<file path="config.mk">
export PLATFORM = sky130hd
export DESIGN_NAME = mem_port_arbiter_flat
export DESIGN_NICKNAME = d
export VERILOG_FILES = /design/src/rtl/mem_arb_pkg.sv /design/src/rtl/mem_port_arbiter_if.sv /design/src/rtl/mem_arb_pick.sv /design/src/rtl/mem_port_arbiter.sv /design/src/flat_wrapper.sv
export SDC_FILE = /design/constraint.sdc
export NUM_CORES = 1
export LEC_CHECK = 0
export BUFFER_PORTS_ARGS = -buffer_cell sky130_fd_sc_hd__buf_4
export CAP_MARGIN = 10
export CORE_MARGIN = 2
export CORE_UTILIZATION = 28
export DETAILED_ROUTE_END_ITERATION = 7
export PLACE_DENSITY = 0.55
export SKIP_CTS_REPAIR_TIMING = 1
export SLEW_MARGIN = 5
export SYNTH_ARGS = -nofsm -noshare
export SYNTH_HDL_FRONTEND = slang
export SYNTH_SLANG_ARGS = --single-unit
export TNS_END_PERCENT = 30
</file>
<file path="constraint.sdc">
create_clock -name clock -period 5.9 [get_ports clock]
set_input_delay 0.59 -clock clock [delete_from_list [all_inputs] [get_ports clock]]
set_output_delay 0.59 -clock clock [all_outputs]
set_load 0.005 [all_outputs]
</file>
<file path="src/rtl/mem_arb_pkg.sv">
// Shared types and constants for the unified-memory port arbiter.
// State encoding, requester ids and parameter defaults live here.
package mem_arb_pkg;

    typedef enum logic [1:0] {
        ST_IDLE   = 2'd0,
        ST_ACCESS = 2'd1,
        ST_WAIT   = 2'd2,
        ST_RESP   = 2'd3
    } state_e;

    localparam logic REQ_FETCH = 1'b0;
    localparam logic REQ_DATA  = 1'b1;

    localparam int DEF_MEM_LAT    = 1;
    localparam int DEF_MAX_STREAK = 3;

endpackage

</file>
<file path="src/rtl/mem_port_arbiter_if.sv">
// Requester and memory-port bundle between the core and the arbiter.
// Handshake: a requester holds req and its payload stable until its one-cycle valid pulse.
interface mem_port_arbiter_if;

    logic        if_req;
    logic [31:0] if_addr;
    logic [31:0] if_rdata;
    logic        if_valid;

    logic        d_req;
    logic        d_we;
    logic [31:0] d_addr;
    logic [31:0] d_wdata;
    logic [31:0] d_rdata;
    logic        d_valid;

    logic        mem_en;
    logic        mem_we;
    logic [31:0] mem_addr;
    logic [31:0] mem_wdata;
    logic [31:0] mem_rdata;

    logic        busy;

    modport slave (
        input  if_req, if_addr, d_req, d_we, d_addr, d_wdata, mem_rdata,
        output if_rdata, if_valid, d_rdata, d_valid,
               mem_en, mem_we, mem_addr, mem_wdata, busy
    );

    modport master (
        output if_req, if_addr, d_req, d_we, d_addr, d_wdata, mem_rdata,
        input  if_rdata, if_valid, d_rdata, d_valid,
               mem_en, mem_we, mem_addr, mem_wdata, busy
    );

endinterface

</file>
<file path="src/rtl/mem_arb_pick.sv">
// Winner selection between fetch and data, with a saturating data-streak counter
// that hands the port to fetch once data has won MAX_STREAK times in a row.
module mem_arb_pick
    import mem_arb_pkg::*;
#(
    parameter int MAX_STREAK = DEF_MAX_STREAK
) (
    input  logic clk_i,
    input  logic rst_i,
    input  logic if_req_i,
    input  logic d_req_i,
    input  logic arb_i,
    output logic win_o
);

    localparam logic [3:0] STREAK_MAX = 4'(MAX_STREAK);

    logic [3:0] streak_q, streak_d;

    always_comb begin
        win_o = REQ_FETCH;
        if (d_req_i && !(if_req_i && streak_q == STREAK_MAX)) begin
            win_o = REQ_DATA;
        end
    end

    // Streak only grows while fetch is actually being held off.
    always_comb begin
        streak_d = streak_q;
        if (arb_i) begin
            if (win_o == REQ_DATA && if_req_i) begin
                if (streak_q != STREAK_MAX) begin
                    streak_d = streak_q + 4'd1;
                end
            end else begin
                streak_d = '0;
            end
        end
    end

    always_ff @(posedge clk_i or posedge rst_i) begin
        if (rst_i) begin
            streak_q <= '0;
        end else begin
            streak_q <= streak_d;
        end
    end

endmodule

</file>
<file path="src/rtl/mem_port_arbiter.sv">
// Serialises fetch and load/store accesses onto a single-port memory with a fixed
// read latency: IDLE -> ACCESS -> WAIT (MEM_LAT cycles) -> RESP -> IDLE.
module mem_port_arbiter
    import mem_arb_pkg::*;
#(
    parameter int MEM_LAT    = DEF_MEM_LAT,
    parameter int MAX_STREAK = DEF_MAX_STREAK
) (
    input  logic               clock,
    input  logic               reset,
    mem_port_arbiter_if.slave  bus,
    output state_e             dbg_state_o
);

    localparam logic [3:0] LAT = 4'(MEM_LAT);

    state_e      state_q, state_d;
    logic [3:0]  cnt_q, cnt_d;
    logic        id_q;
    logic        we_q;
    logic [31:0] addr_q;
    logic [31:0] wdata_q;
    logic [31:0] if_rdata_q;
    logic [31:0] d_rdata_q;
    logic        arb;
    logic        win;
    logic        last_wait;

    assign arb       = (state_q == ST_IDLE) && (bus.if_req || bus.d_req);
    assign last_wait = (state_q == ST_WAIT) && (cnt_q == 4'd1);

    mem_arb_pick #(.MAX_STREAK(MAX_STREAK)) u_pick (
        .clk_i    (clock),
        .rst_i    (reset),
        .if_req_i (bus.if_req),
        .d_req_i  (bus.d_req),
        .arb_i    (arb),
        .win_o    (win)
    );

    always_comb begin
        state_d = state_q;
        cnt_d   = cnt_q;
        case (state_q)
            ST_IDLE:   if (arb) state_d = ST_ACCESS;
            ST_ACCESS: begin
                state_d = ST_WAIT;
                cnt_d   = LAT;
            end
            ST_WAIT: begin
                cnt_d = cnt_q - 4'd1;
                if (cnt_q == 4'd1) state_d = ST_RESP;
            end
            ST_RESP:   state_d = ST_IDLE;
            default:   state_d = ST_IDLE;
        endcase
    end

    always_ff @(posedge clock or posedge reset) begin
        if (reset) begin
            state_q <= ST_IDLE;
            cnt_q   <= '0;
        end else begin
            state_q <= state_d;
            cnt_q   <= cnt_d;
        end
    end

    // Winner's request is latched on the grant edge; fetch never writes.
    always_ff @(posedge clock or posedge reset) begin
        if (reset) begin
            id_q    <= REQ_FETCH;
            we_q    <= 1'b0;
            addr_q  <= '0;
            wdata_q <= '0;
        end else if (arb) begin
            id_q <= win;
            if (win == REQ_DATA) begin
                we_q    <= bus.d_we;
                addr_q  <= bus.d_addr;
                wdata_q <= bus.d_wdata;
            end else begin
                we_q    <= 1'b0;
                addr_q  <= bus.if_addr;
                wdata_q <= '0;
            end
        end
    end

    always_ff @(posedge clock or posedge reset) begin
        if (reset) begin
            if_rdata_q <= '0;
            d_rdata_q  <= '0;
        end else if (last_wait && !we_q) begin
            if (id_q == REQ_FETCH) if_rdata_q <= bus.mem_rdata;
            else                   d_rdata_q  <= bus.mem_rdata;
        end
    end

    assign bus.mem_en    = (state_q == ST_ACCESS);
    assign bus.mem_we    = we_q && (state_q == ST_ACCESS || state_q == ST_WAIT);
    assign bus.mem_addr  = addr_q;
    assign bus.mem_wdata = wdata_q;
    assign bus.if_valid  = (state_q == ST_RESP) && (id_q == REQ_FETCH);
    assign bus.d_valid   = (state_q == ST_RESP) && (id_q == REQ_DATA);
    assign bus.if_rdata  = if_rdata_q;
    assign bus.d_rdata   = d_rdata_q;
    assign bus.busy      = (state_q != ST_IDLE);
    assign dbg_state_o   = state_q;

endmodule
</file>
<file path="src/flat_wrapper.sv">
// flat-port wrapper written by rule: the top's interface ports become plain ports
module mem_port_arbiter_flat import mem_arb_pkg::*;
#(
    parameter int MEM_LAT    = DEF_MEM_LAT,
    parameter int MAX_STREAK = DEF_MAX_STREAK
)
  (clock, reset, dbg_state_o, bus_if_req, bus_if_addr, bus_d_req, bus_d_we, bus_d_addr, bus_d_wdata, bus_mem_rdata, bus_if_rdata, bus_if_valid, bus_d_rdata, bus_d_valid, bus_mem_en, bus_mem_we, bus_mem_addr, bus_mem_wdata, bus_busy);
  mem_port_arbiter_if bus_i ();
  input  logic clock;
  input  logic reset;
  output state_e dbg_state_o;
  input wire logic [$bits(bus_i.if_req)-1:0] bus_if_req;
  input wire logic [$bits(bus_i.if_addr)-1:0] bus_if_addr;
  input wire logic [$bits(bus_i.d_req)-1:0] bus_d_req;
  input wire logic [$bits(bus_i.d_we)-1:0] bus_d_we;
  input wire logic [$bits(bus_i.d_addr)-1:0] bus_d_addr;
  input wire logic [$bits(bus_i.d_wdata)-1:0] bus_d_wdata;
  input wire logic [$bits(bus_i.mem_rdata)-1:0] bus_mem_rdata;
  output wire logic [$bits(bus_i.if_rdata)-1:0] bus_if_rdata;
  output wire logic [$bits(bus_i.if_valid)-1:0] bus_if_valid;
  output wire logic [$bits(bus_i.d_rdata)-1:0] bus_d_rdata;
  output wire logic [$bits(bus_i.d_valid)-1:0] bus_d_valid;
  output wire logic [$bits(bus_i.mem_en)-1:0] bus_mem_en;
  output wire logic [$bits(bus_i.mem_we)-1:0] bus_mem_we;
  output wire logic [$bits(bus_i.mem_addr)-1:0] bus_mem_addr;
  output wire logic [$bits(bus_i.mem_wdata)-1:0] bus_mem_wdata;
  output wire logic [$bits(bus_i.busy)-1:0] bus_busy;
  assign bus_i.if_req = bus_if_req;
  assign bus_i.if_addr = bus_if_addr;
  assign bus_i.d_req = bus_d_req;
  assign bus_i.d_we = bus_d_we;
  assign bus_i.d_addr = bus_d_addr;
  assign bus_i.d_wdata = bus_d_wdata;
  assign bus_i.mem_rdata = bus_mem_rdata;
  assign bus_if_rdata = bus_i.if_rdata;
  assign bus_if_valid = bus_i.if_valid;
  assign bus_d_rdata = bus_i.d_rdata;
  assign bus_d_valid = bus_i.d_valid;
  assign bus_mem_en = bus_i.mem_en;
  assign bus_mem_we = bus_i.mem_we;
  assign bus_mem_addr = bus_i.mem_addr;
  assign bus_mem_wdata = bus_i.mem_wdata;
  assign bus_busy = bus_i.busy;
  mem_port_arbiter #(.MEM_LAT(MEM_LAT), .MAX_STREAK(MAX_STREAK)) u_core (.clock(clock), .reset(reset), .bus(bus_i), .dbg_state_o(dbg_state_o));
endmodule
</file>
==> results of run 1 <==
-- area by class of cell --
cell class              count  area share
well taps                 270      0.0392
clock buffers              19      0.0525
multi-input cells         277       0.243
flip-flops and latches    140       0.406
inverters                   7     0.00363
repair buffers            275       0.241
clock inverters            12      0.0148
-- registers in the layout, summed over array words and instances, names as in the netlist --
name and cells:
u_core.id_q 1, u_core.we_q 1, u_core.cnt_q 4, u_core.dbg_state_o 2, u_core.bus.d_rdata 32, u_core.bus.mem_addr 32, u_core.u_pick.streak_q 4, u_core.bus.mem_wdata 32
u_core.bus.if_rdata 32
-- placed cells by master, fill, tap and decap left out, drive strengths merged, types with 2 or more instances in the layout --
master   Yosys  layout
nor2         2       2
mux2        66      66
buf         10     275
o21ai        7       7
a22o        34      34
nand3        2       2
a21oi        2       2
clkbuf      28      19
dfrtp      140     140
nand4bb      2       2
nor2b        4       4
and2         3       3
nor3         2       2
ha           8       8
nand2       70      70
or3b         2       2
nand4       33      33
o211ai      32      32
clkinv       0       3
inv          7      14
-- through the flow --
| step | total power [mW] | std cells |
|---|---|---|
| final | 4.63 | 1000 |
| after global routing | 4.95 | 1000 |
| after CTS | 4.70 | 999 |
| after detailed placement | 3.63 | 968 |
| after global placement | 3.56 | 967 |
| after floorplan | 2.59 | 462 |
-- power groups by stage --
stage / sequential (mW) / combinational (mW) / clock, mW
2_1_floorplan: 1.71 / 0.883 / 0
3_3_place_gp: 1.70 / 1.86 / 0
3_5_place_dp: 1.71 / 1.92 / 0
4_1_cts: 1.70 / 1.92 / 1.08
5_1_grt: 1.76 / 2.06 / 1.13
6_report: 1.70 / 1.89 / 1.05
-- worst max-delay path by stage --
stage                                          start                              endpoint  slack, ns  depth (start not counted)
5_1_grt        u_core.u_pick.streak_q[0]$_DFFE_PP0P_    u_core.bus.mem_addr[7]$_DFFE_PP0P_       3.30                          4
6_report       u_core.u_pick.streak_q[0]$_DFFE_PP0P_   u_core.bus.mem_addr[19]$_DFFE_PP0P_       3.46                          4
3_3_place_gp       u_core.dbg_state_o[0]$_DFFE_PP0P_  u_core.bus.mem_wdata[12]$_DFFE_PP0P_       3.36                          5
3_5_place_dp       u_core.dbg_state_o[1]$_DFFE_PP0P_   u_core.bus.mem_addr[25]$_DFFE_PP0P_       3.28                          6
4_1_cts            u_core.dbg_state_o[1]$_DFFE_PP0P_   u_core.bus.mem_addr[25]$_DFFE_PP0P_       3.26                          6
2_1_floorplan                                  reset     u_core.bus.d_rdata[0]$_DFFE_PP0P_       1.56                          1
-- critical path, stage by stage (launching register included) --
cell	delay, ns
dfrtp_1	0.41
ha_1	0.24
nand4bb_1	0.35
and2_1	1.02
o211ai_1	0.24
-- cells by family (layout without fill, tap and decap cells) --
family	count (synthesis)	in the layout	share of synthesized area
adders and majority gates	8	8	0.0173
and+or+nand+nor	122	122	0.103
DFF	140	140	0.606
AOI/OAI and AO/OA	80	80	0.108
buffers and inverters	45	313	0.0348
muxes	67	67	0.131
-- metal layers --
metal	vias up	share of wire	global-route usage	wire length, um
li1	2189	-	-	-
met1	2327	0.42	0.191	7020
met2	240	0.48	0.256	8120
met3	16	0.090	0.0522	1520
met4	0	0.014	0.0486	243
met5	-	0	0	0
==> metrics.md, run 1 <==
| Metric | Value |
|---|---|
| Row count | `52` |
| Yosys reg bits | `140` |
| Clock share of power | `0.226` |
| Worst VDD drop | `~170 uV` |
| Fmax | `0.410 GHz` |
| Most common cell in the netlist | `dfrtp_1` |
| Kind of critical path | `flip-flop to flip-flop` |
| Die width | `148 um` |
| Worst-Skew Late Latency | `0.42 ns` |
| Worst Path Required | `6.14 ns` |
| DP Worst Slack | `between 3 and 4 ns` |
| Syn_nets | `around 600` |
| Final design utilization | `0.426` |
| Post-route clock period utilization | `0.414` |
| Clk pin slew, worst setup/hold paths | `approximately 0.060 ns` |
| RSZ-0062 raised after global routing | `no` |
| Final TNS setup | `0 ns` |
| Reg area | `between 3000 and 4000 sq um` |
| Pin count of the biggest net entering global routing | `80` |
| Vias in the first global route | `5,022` |
| Antenna violations before repair | `0` |
| Synth top area share | `0.606` |
| Power share of the combinational group | `0.408` |
| # setup viols final | `0` |
| Ratio of cells with drive above 1 in the final layout | `0.515` |
| Pre-antenna DRT Iters | `4` |
| Mean Syn Cell Area | `approximately 13 sq um` |
| First-pass GRT wire length | `26,600 um` |
| RePlAce Congestion | `slightly above 0.8` |
| Setup slack, reg-to-reg | `roughly 3.5 ns` |
| Worst slew margin | `0.183` |
| Worst hold slack | `between 0.2 and 0.3 ns` |
| Sw frac | `0.322` |
| MaxCap Viol Count | `0` |
| Worst endpoint data arrival time | `2.68 ns` |
| Dominant cells by area after synthesis | `dfrtp_1 61%, mux2_2 13%, a22o_1 5.2%` |
| Seq/Total Area, Yosys | `0.606` |
| Mapped Area | `a little under 6000 sq um` |
| CTS tree | `built` |
| Clock Skew | `0.0136 ns` |
| Die height | `~150 um` |
| Reg-to-reg critical path endpoint | `u_core.bus.mem_addr[19]$_DFFE_PP0P_` |
| Total global routing track utilization | `0.155` |
| DRC | `0` |
| Top cells by count, synth | `140 x dfrtp_1, 70 x nand2_1, 65 x mux2_2, 34 x a22o_1, 33 x nand4_1` |
| Reg2Reg Depth | `4` |
| TritonCTS buffer count | `17` |
| PD cells | `~540 nW/um^2` |
| Area Growth Syn to Fin | `49.2%` |
| Setup crit start kind | `flip-flop` |
| # IOs | `~270` |
| Routed Antenna Nets | `0` |
| Wire per inst | `approximately 17 um` |
| Starting Density | `0.286` |
| EDFF count, synth | `0` |
| Lkg Pwr | `just over 4 nW` |
| IO buf count | `roughly 270` |
| Cell taking the most area after synthesis | `dfrtp_1` |
| Count of different cell masters after synthesis | `32` |
| Total number of vias | `~4,800` |
| Antenna cells | `0` |
| Hold Vio Cnt, Final | `0` |
| Pint | `about 3.1 mW` |
| Crit end category | `flip-flop` |
| Total of fill cells in the finished design | `approximately 1,900` |
| Post-Route WL | `~17,000 um` |
| Clk sink count | `140` |
| CP Max Fanout | `32` |
| Min-delay worst type | `primary input to asynchronous set/reset pin` |
| DIE AREA | `21,800 sq um` |
| Synth warnings | `0` |
| Clock buffer depth | `2` |
| Area occupied by multi-input gates | `2090 sq um` |
| Placed Area | `approximately 8000 sq um` |
| Main flop type after synthesis | `dfrtp_1` |
| Fin nets | `859` |
| Post-route cell area | `about 8600 sq um` |
| Grt ovf | `0` |
| Worst R2R Start | `u_core.u_pick.streak_q[0]$_DFFE_PP0P_` |
| Via density | `approximately 4.8` |
| Core ar. | `20,200 sq um` |
| Psw | `~1.5 mW` |
| Root buffer cell | `clkbuf_16` |
| Status | `complete, no violations` |
| Min Tclk post-route | `2.44 ns` |
| Synth async-reset ratio | `1.00` |
| H-tree lvl count | `4` |
| Final Slew Violations | `0` |
| Power share of the sequential group | `0.366` |
| Detail Placement HPWL | `12,100 um` |
| Worst-Margin Slew | `roughly 1.2 ns` |
| 1st-iter DRT viols | `180` |
| PnR worst setup slack | `3.46 ns` |
| Cells after synthesis | `462` |
No activity file was read; power rests on OpenSTA's default activity.
==> run 2: changes to the inputs <==
==> constraint.sdc (replaced) <==
create_clock -name clock -period 2.4 [get_ports clock]
set_input_delay 0.24 -clock clock [delete_from_list [all_inputs] [get_ports clock]]
set_output_delay 0.24 -clock clock [all_outputs]
set_load 0.005 [all_outputs]
==> run 2 against run 1 <==
Against the previous run:
- sequential share of layout area is 0.28 points lower
- clock power grew to 2.5 times the previous value
- via count is 0.10% higher
- largest power group unchanged
- combinational power is 150% higher
- critical path type is now flip-flop to output port
- clock-buffer cell count is 2 lower
- sequential power is 150% higher
- die area stayed put
- non-clock buffer count is 2 higher
- total power is 150% higher
- final cell count is 0.30% higher
- highest routed layer unchanged
- global-route usage hardly changed
==> metrics.md, run 2 (synthesis results as in run 1) <==
| Metric | Value |
|---|---|
| Status | `complete, no violations` |
| Worst hold slack | `0.0331 ns (-0.249 ns)` |
| TritonCTS buffer count | `17 (unchanged)` |
| Commonest non-fill, non-tap cell in the layout | `buf_4` |
| Fmax | `around 0.46 GHz` |
| Crit end category | `output port` |
| Hold Vio Cnt, Final | `0 (unchanged)` |
| CTS tree | `built` |
| Worst-Skew Late Latency | `0.41 ns (about the same)` |
| Via density | `4.76 (-0.19%)` |
| # IOs | `268 (unchanged)` |
| DIE AREA | `21,800 sq um (unchanged)` |
| Detail Placement HPWL | `11,900 um (-1.7%)` |
| Clock Skew | `0.00880 ns (-0.00483 ns)` |
| 1st-iter DRT viols | `150 (-17%)` |
| Post-route clock period utilization | `0.903` |
| Row count | `52 (unchanged)` |
| Clk sink count | `140 (unchanged)` |
| DP Worst Slack | `0.278 ns (-3.01 ns)` |
| Worst slew margin | `0.395 (+0.212)` |
| Lkg Pwr | `4.11 nW (+0.26%)` |
| Worst VDD drop | `493 uV (+200%)` |
| Min-delay worst type | `primary input to asynchronous set/reset pin` |
| Antenna violations before repair | `0 (unchanged)` |
| Placed Area | `8080 sq um (+0.64%)` |
| CP Max Fanout | `35 (+9.4%)` |
| Setup crit start kind | `flip-flop` |
| Antenna cells | `0 (unchanged)` |
| Clock buffer depth | `2 (unchanged)` |
| Finished Layout Cells | `1,003 (+0.30%)` |
| Min Tclk post-route | `2.17 ns` |
| Kind of critical path | `flip-flop to output port` |
| Grt ovf | `0 (unchanged)` |
| Ratio of cells with drive above 1 in the final layout | `0.517 (+0.00198)` |
| Worst-Margin Slew | `0.904 ns (-0.322 ns)` |
| Placed cells | `971 (+0.31%)` |
| RePlAce Congestion | `0.781 (-4.7%)` |
| Fin nets | `861 (+0.23%)` |
| Leading cell types in the layout, fill and taps excluded | `274 x buf_4, 140 x dfrtp_1, 70 x nand2_1, 65 x mux2_2, 34 x a22o_1` |
| RSZ-0062 raised after global routing | `no` |
| Routed Antenna Nets | `0 (unchanged)` |
| PnR worst setup slack | `0.233 ns (-3.23 ns)` |
| Pin count of the biggest net entering global routing | `141 (+76%)` |
| Wire per inst | `16.6 um (-1.5%)` |
| MaxCap Viol Count | `0 (unchanged)` |
| Post-Route WL | `16,700 um (-1.2%)` |
| Core ar. | `20,200 sq um (unchanged)` |
| Worst endpoint data arrival time | `1.93 ns (-0.75 ns)` |
| Final Slew Violations | `0 (unchanged)` |
| Post-route cell area | `8680 sq um (+0.68%)` |
| Die width | `148 um (unchanged)` |
| DRC | `0 (unchanged)` |
| Total of fill cells in the finished design | `1,888 (-0.58%)` |
| Worst Path Required | `2.16 ns (-3.98 ns)` |
| # setup viols final | `0 (unchanged)` |
| IO buf count | `267 (unchanged)` |
| Starting Density | `0.286 (unchanged)` |
| First-pass GRT wire length | `27,000 um (+1.4%)` |
| PD cells | `1330 nW/um^2 (+150%)` |
| Die height | `148 um (unchanged)` |
| Area Growth Syn to Fin | `50.2%` |
| Total global routing track utilization | `0.154 (-0.000372)` |
| Pre-antenna DRT Iters | `4 (unchanged)` |
| Total number of vias | `4,777 (+0.10%)` |
| Clk pin slew, worst setup/hold paths | `0.06 ns (about the same)` |
| Root buffer cell | `clkbuf_16` |
| Vias in the first global route | `5,043 (+0.42%)` |
| Final TNS setup | `0 ns (unchanged)` |
| H-tree lvl count | `4 (unchanged)` |
run 2: changes by cell type in the layout (fill, tap and decap cells not counted), sizes merged:
cell / before / now
clkbuf: 19 / 17
buf: 275 / 277
clkinv: 3 / 1
clkinvlp: 1 / 6
bufinv: 1 / 2
inv: 14 / 13
run 2: power breakdown:
| part | internal [mW] | switching (mW) | leakage [nW] |
|---|---|---|---|
| clock | 1.57 | 1.10 | 0.280 |
| sequential | 3.51 | 0.676 | 1.71 |
| combinational | 2.73 | 1.93 | 2.12 |
| total | 7.81 | 3.71 | 4.11 |
run 2: path summary, 6_finish.rpt:
check                                                          from                                    to  slack (ns)  cells after the start
worst max-delay path              u_core.dbg_state_o[0]$_DFFE_PP0P_                              bus_busy        0.23                      5
min in group clock                                   bus_d_wdata[6]   u_core.bus.mem_wdata[6]$_DFFE_PP0P_        0.04                      2
worst min register to register  u_core.bus.mem_addr[22]$_DFFE_PP0P_   u_core.bus.mem_addr[22]$_DFFE_PP0P_        0.50                      2
max in group asynchronous                                     reset    u_core.bus.mem_addr[3]$_DFFE_PP0P_        1.79                      3
worst min-delay path                                          reset  u_core.bus.mem_wdata[25]$_DFFE_PP0P_        0.03                      3
worst max register to register    u_core.dbg_state_o[0]$_DFFE_PP0P_    u_core.bus.d_rdata[17]$_DFFE_PP0P_        0.29                      6
run 2: metrics by stage:
stage | util | total power, mW
floorplan | - | 6.37
global placement | 0.399 | 8.82
detailed placement | 0.399 | 8.97
CTS | 0.429 | 11.7
global route | 0.429 | 12.3
finish | 0.429 | 11.5
run 2: routing by layer:
metal	GRT usage	wire, um
met1	0.190	7050
met2	0.260	8150
met3	0.0509	1380
met4	0.0447	110
met5	0	0
run 2: critical path, stage by stage, from the launching register on:
cell	delay [ns]
dfrtp_1	0.43
inv_1	0.13
ha_1	0.31
buf_4	0.42
inv_1	0.07
buf_4	0.14
run 2: cell type report:
cell class,instances,area (sq um),share of cell area
flip-flops and latches,140,3500,0.403
repair buffers,277,2120,0.244
multi-input cells,277,2090,0.241
clock buffers,17,425,0.0490
well taps,270,338,0.0389
clock inverters,15,178,0.0205
inverters,7,30.0,0.00346
